## src/rtl/intra_pkg.sv

```systemverilog
// Shared types for the intra neighbour fetch/write path:
// FSM states, command kinds, bank sides, zone codes, defaults.
package intra_pkg;

  localparam int NBANK_DEF = 8;
  localparam int NUNIT_DEF = 16;

  typedef enum logic [1:0] {
    ST_IDLE = 2'd0,
    ST_TL   = 2'd1,
    ST_TOP  = 2'd2,
    ST_LEFT = 2'd3
  } state_e;

  typedef enum logic [1:0] {
    KIND_TL   = 2'd0,
    KIND_TOP  = 2'd1,
    KIND_LEFT = 2'd2
  } kind_e;

  typedef enum logic {
    SIDE_TOP  = 1'b0,
    SIDE_LEFT = 1'b1
  } side_e;

  // Write-side destinations of reconstructed samples.
  typedef enum logic [1:0] {
    ZONE_CTU  = 2'd0,
    ZONE_LINE = 2'd1,
    ZONE_TL   = 2'd2
  } zone_e;

  // 4-sample unit index, 5 bits so that
  // units past the CTU edge never wrap.
  function automatic logic [4:0] unit4(
    input logic [5:0] pos,
    input logic [3:0] k
  );
    return {1'b0, pos[5:2]} + {1'b0, k};
  endfunction

  // Index of the last unit of an N/2-long phase.
  function automatic logic [3:0] last_k(
    input logic [2:0] tu
  );
    logic [4:0] half;
    half = 5'd1 << (tu - 3'd1);
    return 4'(half - 5'd1);
  endfunction

endpackage

```

## src/rtl/intra_nb_bank_map.sv

```systemverilog
// Maps a unit index and edge side to a one-hot bank select.
// unit_i: unit index, side_i: top/left, onehot_o: bank one-hot.
module intra_nb_bank_map
  import intra_pkg::*;
#(
  parameter int NBANK = NBANK_DEF
) (
  input  logic [4:0]       unit_i,
  input  side_e            side_i,
  output logic [NBANK-1:0] onehot_o
);

  localparam int BW = $clog2(NBANK);

  logic [BW-1:0] bank;

  // Left column runs banks in reverse:
  // (NBANK-1)-(u%NBANK) is the bitwise
  // complement of the low bits.
  always_comb begin
    bank = unit_i[BW-1:0];
    if (side_i == SIDE_LEFT) begin
      bank = ~unit_i[BW-1:0];
    end
    onehot_o       = '0;
    onehot_o[bank] = 1'b1;
  end

endmodule

```

## src/rtl/intra_util_r.sv

```systemverilog
// Neighbour read sequencer for one TU: TL, N/2 top, N/2 left.
// In: start/TU geometry/flags, bStop, resets. Out: read command.
module intra_util_r
  import intra_pkg::*;
#(
  parameter int NBANK = NBANK_DEF,
  parameter int NUNIT = NUNIT_DEF
) (
  input  logic             clk,
  input  logic             arst_n,
  input  logic             rst_n,
  input  logic             bStop,
  input  logic             start,
  input  logic [12:0]      xTb,
  input  logic [12:0]      yTb,
  input  logic [2:0]       tuSize,
  input  logic [2:0]       nMaxCUlog2,
  input  logic [NUNIT-1:0] horFlag,
  input  logic [NUNIT-1:0] verFlag,
  output logic             busy,
  output logic             rd_valid,
  output logic [1:0]       rd_kind,
  output logic [NBANK-1:0] rd_en,
  output logic [3:0]       rd_idx,
  output logic             rd_avail,
  output logic             tl_en,
  output logic [4:0]       tl_rel,
  output logic             tl_rowA,
  output logic             done
);

  state_e           state_q, state_d;
  logic [3:0]       cnt_q, cnt_d;
  logic [5:0]       xc_q, xc_d;
  logic [5:0]       yc_q, yc_d;
  logic [2:0]       tu_q, tu_d;
  logic [NUNIT-1:0] hor_q, hor_d;
  logic [NUNIT-1:0] ver_q, ver_d;

  logic             valid_q, valid_d;
  logic [1:0]       kind_q, kind_d;
  logic [NBANK-1:0] en_q, en_d;
  logic [3:0]       idx_q, idx_d;
  logic             avail_q, avail_d;
  logic             tlen_q, tlen_d;
  logic [4:0]       rel_q, rel_d;
  logic             rowa_q, rowa_d;
  logic             done_q, done_d;

  logic [5:0]       cu_mask;
  logic             last;
  logic [4:0]       u4;
  side_e            side;
  logic [NUNIT-1:0] flg_sh;
  logic             u_avail;
  logic [NBANK-1:0] bank_oh;

  assign cu_mask = 6'((7'd1 << nMaxCUlog2) - 7'd1);
  assign last    = (cnt_q == last_k(tu_q));

  always_comb begin
    state_d = state_q;
    cnt_d   = cnt_q;
    xc_d    = xc_q;
    yc_d    = yc_q;
    tu_d    = tu_q;
    hor_d   = hor_q;
    ver_d   = ver_q;
    unique case (state_q)
      ST_IDLE: begin
        if (start) begin
          state_d = ST_TL;
          cnt_d   = '0;
          xc_d    = xTb[5:0] & cu_mask;
          yc_d    = yTb[5:0] & cu_mask;
          tu_d    = tuSize;
          hor_d   = horFlag;
          ver_d   = verFlag;
        end
      end
      ST_TL: begin
        state_d = ST_TOP;
        cnt_d   = '0;
      end
      ST_TOP: begin
        if (last) begin
          state_d = ST_LEFT;
          cnt_d   = '0;
        end else begin
          cnt_d = cnt_q + 4'd1;
        end
      end
      ST_LEFT: begin
        if (last) begin
          state_d = ST_IDLE;
          cnt_d   = '0;
        end else begin
          cnt_d = cnt_q + 4'd1;
        end
      end
      default: state_d = ST_IDLE;
    endcase
    if (bStop) begin
      state_d = state_q;
      cnt_d   = cnt_q;
      xc_d    = xc_q;
      yc_d    = yc_q;
      tu_d    = tu_q;
      hor_d   = hor_q;
      ver_d   = ver_q;
    end
    if (!rst_n) begin
      state_d = ST_IDLE;
      cnt_d   = '0;
      xc_d    = '0;
      yc_d    = '0;
      tu_d    = '0;
      hor_d   = '0;
      ver_d   = '0;
    end
  end

  // The command register always reflects the
  // next state, so a held state repeats it.
  always_comb begin
    side   = (state_d == ST_LEFT) ? SIDE_LEFT
                                  : SIDE_TOP;
    u4     = (side == SIDE_LEFT) ? unit4(yc_d, cnt_d)
                                 : unit4(xc_d, cnt_d);
    flg_sh = (side == SIDE_LEFT) ? (ver_d >> u4)
                                 : (hor_d >> u4);
    u_avail = (int'(u4) < NUNIT) && flg_sh[0];
  end

  intra_nb_bank_map #(
    .NBANK(NBANK)
  ) u_map (
    .unit_i  (u4),
    .side_i  (side),
    .onehot_o(bank_oh)
  );

  always_comb begin
    valid_d = 1'b0;
    kind_d  = '0;
    en_d    = '0;
    idx_d   = '0;
    avail_d = 1'b0;
    tlen_d  = 1'b0;
    rel_d   = '0;
    rowa_d  = 1'b0;
    done_d  = 1'b0;
    unique case (state_d)
      ST_TL: begin
        valid_d = 1'b1;
        kind_d  = KIND_TL;
        avail_d = 1'b1;
        tlen_d  = 1'b1;
        rel_d   = {1'b0, xc_d[5:2]}
                - {1'b0, yc_d[5:2]};
        rowa_d  = (yc_d == '0);
      end
      ST_TOP, ST_LEFT: begin
        valid_d = 1'b1;
        kind_d  = (state_d == ST_LEFT) ? KIND_LEFT
                                       : KIND_TOP;
        idx_d   = cnt_d;
        avail_d = u_avail;
        en_d    = u_avail ? bank_oh : '0;
        done_d  = (state_d == ST_LEFT)
               && (cnt_d == last_k(tu_d));
      end
      default: ;
    endcase
  end

  always_ff @(posedge clk or negedge arst_n) begin
    if (!arst_n) begin
      state_q <= ST_IDLE;
      cnt_q   <= '0;
      xc_q    <= '0;
      yc_q    <= '0;
      tu_q    <= '0;
      hor_q   <= '0;
      ver_q   <= '0;
      valid_q <= 1'b0;
      kind_q  <= '0;
      en_q    <= '0;
      idx_q   <= '0;
      avail_q <= 1'b0;
      tlen_q  <= 1'b0;
      rel_q   <= '0;
      rowa_q  <= 1'b0;
      done_q  <= 1'b0;
    end else begin
      state_q <= state_d;
      cnt_q   <= cnt_d;
      xc_q    <= xc_d;
      yc_q    <= yc_d;
      tu_q    <= tu_d;
      hor_q   <= hor_d;
      ver_q   <= ver_d;
      valid_q <= valid_d;
      kind_q  <= kind_d;
      en_q    <= en_d;
      idx_q   <= idx_d;
      avail_q <= avail_d;
      tlen_q  <= tlen_d;
      rel_q   <= rel_d;
      rowa_q  <= rowa_d;
      done_q  <= done_d;
    end
  end

  assign busy     = (state_q != ST_IDLE);
  assign rd_valid = valid_q;
  assign rd_kind  = kind_q;
  assign rd_en    = en_q;
  assign rd_idx   = idx_q;
  assign rd_avail = avail_q;
  assign tl_en    = tlen_q;
  assign tl_rel   = rel_q;
  assign tl_rowA  = rowa_q;
  assign done     = done_q;

endmodule

```

## config.mk

```make
export PLATFORM = sky130hd
export DESIGN_NAME = intra_util_r
export DESIGN_NICKNAME = d
export VERILOG_FILES = /design/src/rtl/intra_pkg.sv /design/src/rtl/intra_nb_bank_map.sv /design/src/rtl/intra_util_r.sv
export SDC_FILE = /design/constraint.sdc
export NUM_CORES = 1
export LEC_CHECK = 0
export ABC_AREA = 1
export CAP_MARGIN = 15
export CORE_UTILIZATION = 54
export DETAILED_ROUTE_END_ITERATION = 6
export PLACE_DENSITY = 0.85
export SYNTH_ARGS = -nofsm -noshare
export SYNTH_HDL_FRONTEND = slang
export SYNTH_SLANG_ARGS = --single-unit
```

## constraint.sdc

```tcl
create_clock -name clk -period 11.4 [get_ports clk]
set_input_delay 1.14 -clock clk [delete_from_list [all_inputs] [get_ports clk]]
set_output_delay 1.14 -clock clk [all_outputs]
set_load 0.02 [all_outputs]
```

==> Word level (Yosys, flattened, before mapping) <==
Index checks and enable logic that the tools add are counted.
{ "word_totals": {"out_inout_bits": 25, "inputBits": 69, "register_bits": 75, "wordCells": 101} }
{ "classes": {"add_sub_neg": 9, "shift": 5, "n_lt_le_gt_ge": 3, "n_mux": 48, "eq_ne": 8, "bitwise": 3, "n_reduce_logical": 9} }
{ "ops": {"columns": ["op", "n"], "rows": [
  ["two-way mux 16 bit", 8],
  ["two-way mux 6 bit", 8],
  [">> shifter 16 x 5 -> 1 bit", 2],
  ["two-way mux 4 bit", 5],
  ["two-way mux 8 bit", 2],
  ["two-way mux 3 bit", 5],
  ["two-way mux 2 bit", 7],
  ["AND 6 bit", 2],
  ["one-hot mux 4 bit (3 select lines)", 1],
  ["adder 4 x 4 -> 5 bit", 2],
  ["two-way mux 5 bit", 2],
  ["== test 2 bit (second input constant)", 4],
  ["== test 4 bit", 2],
  ["one-hot mux 2 bit (4 select lines)", 1],
  ["left shift 1 x 3 -> 4 bit (first input constant)", 2],
  ["subtractor 4 x 1 -> 4 bit (second input constant)", 2],
  ["two-way mux 1 bit", 7],
  ["zero test 6 bit", 1],
  ["left shift 1 x 3 -> 6 bit (first input constant)", 1],
  ["subtractor 3 x 1 -> 3 bit (second input constant)", 2],
  ["subtractor 6 x 1 -> 6 bit (second input constant)", 1],
  ["< comparator 5 bit (second input constant)", 1],
  ["subtractor 4 x 4 -> 5 bit", 1],
  ["adder 4 x 1 -> 4 bit (second input constant)", 1],
  ["11 further kinds", 15]
]} }

==> Longest topological paths before layout <==
Gate-level depths: netlist (run 1).
{ "logic_depth": {"word_depth": 19, "mapped_depth": 30, "depth_no_buf": 28} }

==> By module <==
A second synthesis (run 1) with hierarchy kept.
{ "hier_totals": {"hier_cells": 521, "area_unflattened_um2": 4116.4} }
{ "by_module_without_submodules": {"columns": ["module", "area_per_inst_um2", "instances", "cells_each"], "rows": [
  ["intra_util_r", 3966.3, 1, 491],
  ["intra_nb_bank_map", 150.1, 1, 30]
]} }

==> Least setup slack after synthesis (run 1) <==
No wires, ideal clock.
{ "synth_timing": {"path_type": "in2reg", "startpoint": "input bStop", "endpoint": "register en_q[0] (netlist: rd_en[0])", "n_path_buf": 4, "stages": 18, "required_time_ns": 11.328, "arrival_time_ns": 3.956, "slack_ns": 7.371, "path_cell_list": "buf_2 nor3_4 buf_4 buf_2 buf_2 nor2_1 nor3_1 nand2_1 o21ai_0 inv_1 fa_1 xnor2_1 inv_1 nand3_1 nand3_1 nand2_2 nand3_2 nor2_1"} }
{ "synth_between": {"elab_cells_between_ends": 33, "classes_between": "add/sub: 2; order compare: 3; eq/ne: 2; shift: 2; mux: 20; bitwise: 1; reduce/logical: 3"} }
{ "synth_rtl": {"columns": ["element", "line", "rtl"], "rows": [
  ["start, declared", "intra_util_r.sv:12", "input logic bStop,"],
  ["two-way mux 6 bit *", "intra_util_r.sv:103", "if (bStop) begin"],
  ["two-way mux 6 bit *", "intra_util_r.sv:112", "if (!rst_n) begin"],
  ["via xc_d[3]", "intra_util_r.sv:34", "logic [5:0] xc_q, xc_d;"],
  ["adder 4 x 4 -> 5 bit *", "intra_pkg.sv:39", "return {1'b0, pos[5:2]} + {1'b0, k};"],
  ["two-way mux 5 bit *", "intra_util_r.sv:128", "u4 = (side == SIDE_LEFT) ? unit4(yc_d, cnt_d)"],
  ["NOT 3 bit", "intra_nb_bank_map.sv:23", "bank = ~unit_i[BW-1:0];"],
  ["two-way mux 3 bit", "intra_nb_bank_map.sv:22", "if (side_i == SIDE_LEFT) begin"],
  ["< comparator 3 x 4 -> 1 bit (implied by the code) or >= comparator 3 x 1 -> 1 bit (tied branches)", "intra_nb_bank_map.sv:26", "onehot_o[bank] = 1'b1;"],
  ["logical AND 1 bit (implied by the code)", "intra_nb_bank_map.sv:26", null],
  ["two-way mux 1 bit (implied by the code)", "intra_nb_bank_map.sv:26", null],
  ["demux 1 bit (select 3 bit)", null, null],
  ["two-way mux 8 bit *", "intra_util_r.sv:169", "en_d = u_avail ? bank_oh : '0;"],
  ["two-way mux 8 bit *", "intra_util_r.sv:153", "unique case (state_d)"],
  ["via en_d[0]", "intra_util_r.sv:42", "logic [NBANK-1:0] en_q, en_d;"],
  ["end signal, assigned", "intra_util_r.sv:205", "en_q <= en_d;"],
  ["end, declared", "intra_util_r.sv:42", null]
]} }
The timed path passes the listed nets; every way through them passes the cells marked *. The select of a mux whose other input is x is not followed.

==> Final worst setup path (run 1) <==
{ "layout_timing": {"startpoint": "input rst_n", "endpoint": "register en_q[5] (netlist: rd_en[5])"} }
{ "layout_between": {"elab_chain_len": 12, "elab_cells_between_ends": 27, "classes_between": "add/sub: 2; order compare: 3; eq/ne: 2; shift: 2; mux: 14; bitwise: 1; reduce/logical: 3"} }
{ "layout_rtl": {"columns": ["element", "line", "rtl"], "rows": [
  ["start, declared", "intra_util_r.sv:11", "input logic rst_n,"],
  ["parallel branches: the longest is 11 deep, another holds adder 4 x 4 -> 5 bit", null, null],
  ["two-way mux 8 bit *", "intra_util_r.sv:153", null],
  ["via en_d[5]", "intra_util_r.sv:42", null]
]} }
Mark *: on every way through the listed nets, which the timed path passes.

==> results by group, run 1 <==
Yosys
  – Cell variety after synth: 38
  – Synth area leader: dfrtp_1
  – Mapped Area: 4010 sq um
  – Syn Inst Count: 490
  – Register area share after synthesis: 46.8%
  – Number of synthesized register bits: 75
  – YS warnings: 0
  – Post-synth top area share: 46.8%
  – Avg Cell Area, Syn: 8.19 sq um
  – Post-Syn Nets: 572
  – Synth area leaders: dfrtp_1 47%, nor2_1 9.7%, nand2_1 5.9%

Power and ir drop
  – Peak supply drop: 0.0743 mV
  – Power Dens Cells: 130 nW/um^2
  – P_leak: 2.42 nW

Min path
  – Hold path start: yc_q[1]$_DFF_PN0_
  – Type of the most critical hold path: reg2reg
  – WHS Endpoint: yc_q[1]$_DFF_PN0_
  – Hold Path Stages: 2

Worst setup path
  – Crit Path Max Fanout: 42
  – Worst Setup Start Kind: input port
  – CP Class: in2reg
  – R2r startpoint: tu_q[2]$_DFF_PN0_
  – Reg2reg end: rd_en[5]$_DFF_PN0_
  – Worst reg-to-reg setup slack: 7.02 ns
  – CP peak stage delay: 0.65 ns
  – Slowest CP cell: a21oi_2
  – Data arrival, critical path: 5.34 ns
  – Cell count of the worst reg-to-reg path: 27
  – Worst Path Required: 11.68 ns
  – Critical path endpoint category: flip-flop
  – Critical Path, Cell by Cell: clkdlybuf4s50_1, buf_4, inv_2, a21oi_2, nand3_4, o21ai_0, ha_1, inv_1, fa_1, xnor2_1, inv_1, nand3_1, nand3_1, nand2_2, nand3_2, nor2_1

Timing
  – Slew Viols, Final: 0
  – Final min period: 5.06 ns
  – Clk_skew: 0.00997 ns
  – Final period util: 44.4%
  – Worst slew pin tran: 0.926 ns
  – Setup TNS Final: 0 ns
  – Final WS setup: 6.34 ns
  – Fmax: 198 MHz
  – Final setup vio count: 0
  – Unrepaired setup endpoints after global routing: false
  – Final Hold Fails: 0
  – Hold slack final: 0.566 ns
  – Relative slew slack: 38.3%

Finish
  – Fin area: 5040 sq um
  – Ratio of cells with drive above 1 in the final layout: 7.41%
  – Fill count: 573
  – Area of the multi-input gates: 1830 sq um
  – N_diodes: 0
  – Layout net count: 644
  – Most common cell after layout, fill and taps aside: nor2_1
  – Area Growth Syn to Fin: 25.6%
  – Register area: 1880 sq um
  – Most frequent cells in the layout: 104 x nor2_1, 76 x clkdlybuf4s50_1, 75 x dfrtp_1

Route
  – Residual DRC: 0
  – 1st-pass router iterations: 4
  – Initial DRC Count: 332
  – DR WL/cell: 14.7 um
  – Routed Antenna Nets: 0
  – Via count: 3589
  – Post-Route WL: 9.82 mm
  – Drt via density: 5.39

Place
  – HPWL Detailed: 6.74 mm
  – GP Congestion: 0.925
  – Port buffer count: 77
  – Placed Instance Area: 4820 sq um
  – DP Worst Slack: 6.08 ns

Clock network
  – Clock Tree Root: clkbuf_8
  – Post-CTS Resized: 0
  – Cts hold-fix bufs: 0
  – Clock sink count: 75
  – Worst skew pair latency: 0.35 ns
  – Clock-pin slew on the worst setup and hold paths: 0.08 ns
  – Clock tree from TritonCTS: built
  – CTS H-tree depth: 3
  – Maximum root-to-sink buffer count: 2
  – Setup repair bufs after CTS: 0
  – CTS Buf Count: 9

Status
  – Outcome: finished clean

Global routing
  – Vias in the first global route: 3492
  – Largest net degree at the start of global routing: 76
  – Total GRT Usage: 27.2%
  – Antenna violations before repair: 0
  – First-pass GRT wire length: 16.0 mm
  – GRT overflow: 0

Die
  – Die Y-Extent: 88.2 um
  – Total die area: 7780 sq um
  – Die width: 88.2 um
  – Boundary Pins: 94
  – Initial Util: 55.6%
  – Num rows: 31
  – Core area: 7210 sq um

Run
  – Maxcap violations: 0
## registers in the layout, indices dropped and copies added, names as in the netlist
name,cells
rd_en,8
done,1
rd_kind,2
rd_avail,1
tl_rowA,1
tl_rel,5
xc_q,4
rd_valid,1
yc_q,6
tl_en,1
tu_q,3
ver_q,16
state_q,2
rd_idx,4
hor_q,16
cnt_q,4
## kinds of logic after synthesis
family,after synthesis,synth area share (%)
simple gates,251,28.7
flops,75,46.8
buf+inv,70,7.61
compound gates,69,9.89
fa+ha+maj,13,4.43
xor+xnor,12,2.62
## power by group
group	switching (mW)	total (mW)	leakage [nW]	internal, mW
Combinational	0.0859	0.141	1.29	0.0550
Sequential	0.00643	0.288	1.02	0.281
Clock	0.0981	0.228	0.111	0.130
## layer usage
layer / track usage, % / vias up / share of wire, %
li1: - / 1747 / -
met3: 3.96 / 20 / 4.9
met2: 45.8 / 134 / 49
met5: 0 / - / 0
met1: 35.1 / 1688 / 44
met4: 11.9 / 0 / 2.1
## synthesized netlist by cell type (all sizes together)
cell,instances
xor2,10
inv,50
or2,3
o21a,1
clkbuf,8
o21ai,47
nor4,1
nand4,17
a2111oi,1
a31oi,2
a21oi,12
nor3,12
buf,12
o31ai,1
nand2,67
nor2,104
o211ai,4
nand3,45
nand3b,2
xnor2,2
fa,2
ha,11
dfrtp,75
a211oi,1
## per-stage QoR
step                      std cells  total power, mW  utilization, %
after global placement          650            0.425            66.8
after global routing            666            0.686            69.8
after detailed placement        650            0.431            66.8
after CTS                       666            0.657            69.8
after floorplan                 490            0.379               -
final                           666            0.656            69.8
## worst max-delay path by stage
| stage | cells past startpoint | start | slack (ns) | to |
|---|---|---|---|---|
| CTS | 16 | rst_n | 6.42 | rd_en[5]$_DFF_PN0_ |
| floorplan | 18 | bStop | 7.37 | rd_en[0]$_DFF_PN0_ |
| detailed placement | 16 | rst_n | 6.08 | rd_en[5]$_DFF_PN0_ |
| global placement | 16 | rst_n | 6.24 | rd_en[2]$_DFF_PN0_ |
| finish | 16 | rst_n | 6.34 | rd_en[5]$_DFF_PN0_ |
| global route | 16 | rst_n | 6.05 | rd_en[3]$_DFF_PN0_ |
## critical path: cells and delay by family
kind / cells / cell delay (ns)
adder cells (fa/ha/maj): 2 / 0.62
buffers and inverters: 5 / 1.17
AND/OR/NAND/NOR: 6 / 0.97
XOR/XNOR: 1 / 0.42
AO/OA/AOI/OAI: 2 / 0.99
## layout make-up
class | instances | area share, %
Clock inverter | 4 | 1.47
Tap cell | 99 | 2.46
Clock buffer | 12 | 2.88
Timing Repair Buffer | 81 | 15.8
Inverter | 50 | 3.83
Multi-Input combinational cell | 345 | 36.3
Sequential cell | 75 | 37.3
(Power assumes the default switching activity.)
==> inputs of run 2 (changes only) <==
--- a/config.mk
+++ b/config.mk
@@ -7,9 +7,9 @@
 export LEC_CHECK = 0
 export ABC_AREA = 1
 export CAP_MARGIN = 15
-export CORE_UTILIZATION = 54
+export CORE_UTILIZATION = 50
 export DETAILED_ROUTE_END_ITERATION = 6
-export PLACE_DENSITY = 0.85
+export PLACE_DENSITY = 0.79
 export SYNTH_ARGS = -nofsm -noshare
 export SYNTH_HDL_FRONTEND = slang
 export SYNTH_SLANG_ARGS = --single-unit
==> constraint.sdc (replaced) <==
create_clock -name clk -period 5.07 [get_ports clk]
set_input_delay 0.507 -clock clk [delete_from_list [all_inputs] [get_ports clk]]
set_output_delay 0.507 -clock clk [all_outputs]
set_load 0.02 [all_outputs]
==> results by group, run 2 (same netlist as run 1, synthesis figures left out) <==
Finish
  – Fin area: 4980 sq um
  – Most frequent cells in the layout: 104 x nor2_1, 76 x clkdlybuf4s50_1, 75 x dfrtp_1
  – Area Growth Syn to Fin: 24.3%
  – N_diodes: 0
  – Final Util: 64.5%
  – Ratio of cells with drive above 1 in the final layout: 7.58%
  – Layout net count: 646
  – Most common cell after layout, fill and taps aside: nor2_1
  – Post-route insts no fill: 669

Worst setup path
  – Critical path endpoint category: flip-flop
  – Reg2reg end: rd_en[6]$_DFF_PN0_
  – CP Launch Point: tu_q[0]$_DFF_PN0_
  – CP Class: reg2reg
  – Worst Setup Start Kind: flip-flop
  – Worst Path Required: 5.33 ns
  – R2r startpoint: tu_q[0]$_DFF_PN0_
  – Data arrival, critical path: 4.56 ns
  – Crit Path Max Fanout: 28
  – Cell count of the worst reg-to-reg path: 26
  – Worst reg-to-reg setup slack: 0.77 ns

Timing
  – Clk_skew: 0.00425 ns
  – Worst slew pin tran: 0.925 ns
  – Setup TNS Final: 0 ns
  – Fmax: 233 MHz
  – Relative slew slack: 38.3%
  – Final Hold Fails: 0
  – Slew Viols, Final: 0
  – Final min period: 4.30 ns
  – Final period util: 84.7%
  – Unrepaired setup endpoints after global routing: false
  – Final setup vio count: 0

Clock network
  – Maximum root-to-sink buffer count: 2
  – Post-CTS Resized: 0
  – Clock sink count: 75
  – CTS H-tree depth: 3
  – CTS Buf Count: 9
  – Clock tree from TritonCTS: built
  – Worst skew pair latency: 0.33 ns
  – Clock-pin slew on the worst setup and hold paths: 0.07 ns
  – Cts hold-fix bufs: 0
  – Clock Tree Root: clkbuf_8
  – Setup repair bufs after CTS: 0

Global routing
  – Largest net degree at the start of global routing: 76
  – Vias in the first global route: 3403
  – First-pass GRT wire length: 15.9 mm
  – GRT overflow: 0
  – Antenna violations before repair: 0
  – Total GRT Usage: 24.0%

Route
  – 1st-pass router iterations: 5
  – DR WL/cell: 13.8 um
  – Initial DRC Count: 253
  – Drt via density: 5.25
  – Post-Route WL: 9.23 mm
  – Residual DRC: 0
  – Routed Antenna Nets: 0
  – Via count: 3513

Place
  – Port buffer count: 77
  – Placed Instance Area: 4840 sq um
  – GP Congestion: 0.894
  – Placed cell count: 655
  – HPWL Detailed: 6.80 mm

Power and ir drop
  – Sw Ratio: 30.1%
  – Share of power burned in registers: 48.7%
  – Logic pwr share: 23.6%
  – Power Dens Cells: 266 nW/um^2
  – P_leak: 2.40 nW
  – Switching power: 0.400 mW
  – P_int: 0.927 mW
  – Peak supply drop: 0.141 mV
  – Clock Power Share: 27.7%

Die
  – Die Y-Extent: 91.6 um
  – Total die area: 8390 sq um
  – Die width: 91.6 um
  – Boundary Pins: 94
  – Core area: 7730 sq um
  – Num rows: 32
  – Initial Util: 51.9%

Min path
  – Type of the most critical hold path: in2async

Status
  – Outcome: finished clean

Run
  – Maxcap violations: 0
run 2: changes by cell type in the layout (fill, tap and decap cells not counted), sizes merged:
cell    change
clkinv      +2
bufinv      -2
clkbuf      -2
buf         +2
run 2: metrics by stage:
stage                     hold slack (ns)  total power, mW  setup WS, ns
after floorplan                     0.211            0.853          1.43
after global placement              0.544            0.961         0.899
after detailed placement            0.550            0.969         0.791
after CTS                           0.425             1.34         0.790
after global routing                0.473             1.40         0.351
final                               0.382             1.33         0.774
run 2: worst max-delay path by stage:
stage | cells past startpoint | slack [ns] | endpoint
after detailed placement | 17 | 0.79 | rd_en[6]$_DFF_PN0_
after CTS | 26 | 0.79 | rd_en[6]$_DFF_PN0_
after global routing | 27 | 0.35 | rd_en[6]$_DFF_PN0_
after global placement | 17 | 0.90 | rd_en[7]$_DFF_PN0_
final | 26 | 0.77 | rd_en[6]$_DFF_PN0_
after floorplan | 28 | 1.43 | rd_en[0]$_DFF_PN0_
run 2: critical path, cell delays in order (launching register included):
cell	delay [ns]
dfrtp_1	0.45
nand3b_1	0.19
ha_1	0.30
inv_1	0.04
nand2_1	0.06
nand2_1	0.04
a21oi_1	0.12
nand2_1	0.07
inv_1	0.05
nand2_1	0.08
nand2_2	0.12
nand2_1	0.06
nand2_1	0.05
nand2_1	0.08
nand2_4	0.17
nand3_4	0.30
o21ai_0	0.33
ha_1	0.21
inv_1	0.05
fa_1	0.40
xnor2_1	0.40
inv_1	0.11
nand3_1	0.10
nand3b_1	0.09
nand2_2	0.10
nand3_2	0.10
nor2_1	0.15
run 2: per-layer routing:
metal / up-vias / wire, um / share of wire, % / track usage (%)
li1: 1751 / - / - / -
met1: 1631 / 4180 / 45 / 33.0
met2: 112 / 4370 / 47 / 38.2
met3: 19 / 485 / 5.3 / 3.77
met4: 0 / 199 / 2.2 / 9.39
met5: - / 0 / 0 / 0
run 2: layout make-up:
class | instances | area (sq um)
Clock buffer | 10 | 128
Fill cell | 652 | 2740
Inverter | 50 | 193
Sequential cell | 75 | 1880
Clock inverter | 4 | 20.0
Multi-Input combinational cell | 345 | 1830
Timing Repair Buffer | 83 | 811
Tap cell | 102 | 128
run 2: power groups by stage:
| stage | sequential (mW) | clock, mW | combinational, mW |
|---|---|---|---|
| finish | 0.647 | 0.367 | 0.313 |
| global route | 0.650 | 0.402 | 0.352 |
| CTS | 0.646 | 0.379 | 0.314 |
| detailed placement | 0.658 | 0 | 0.312 |
| global placement | 0.657 | 0 | 0.304 |
| floorplan | 0.666 | 0 | 0.186 |
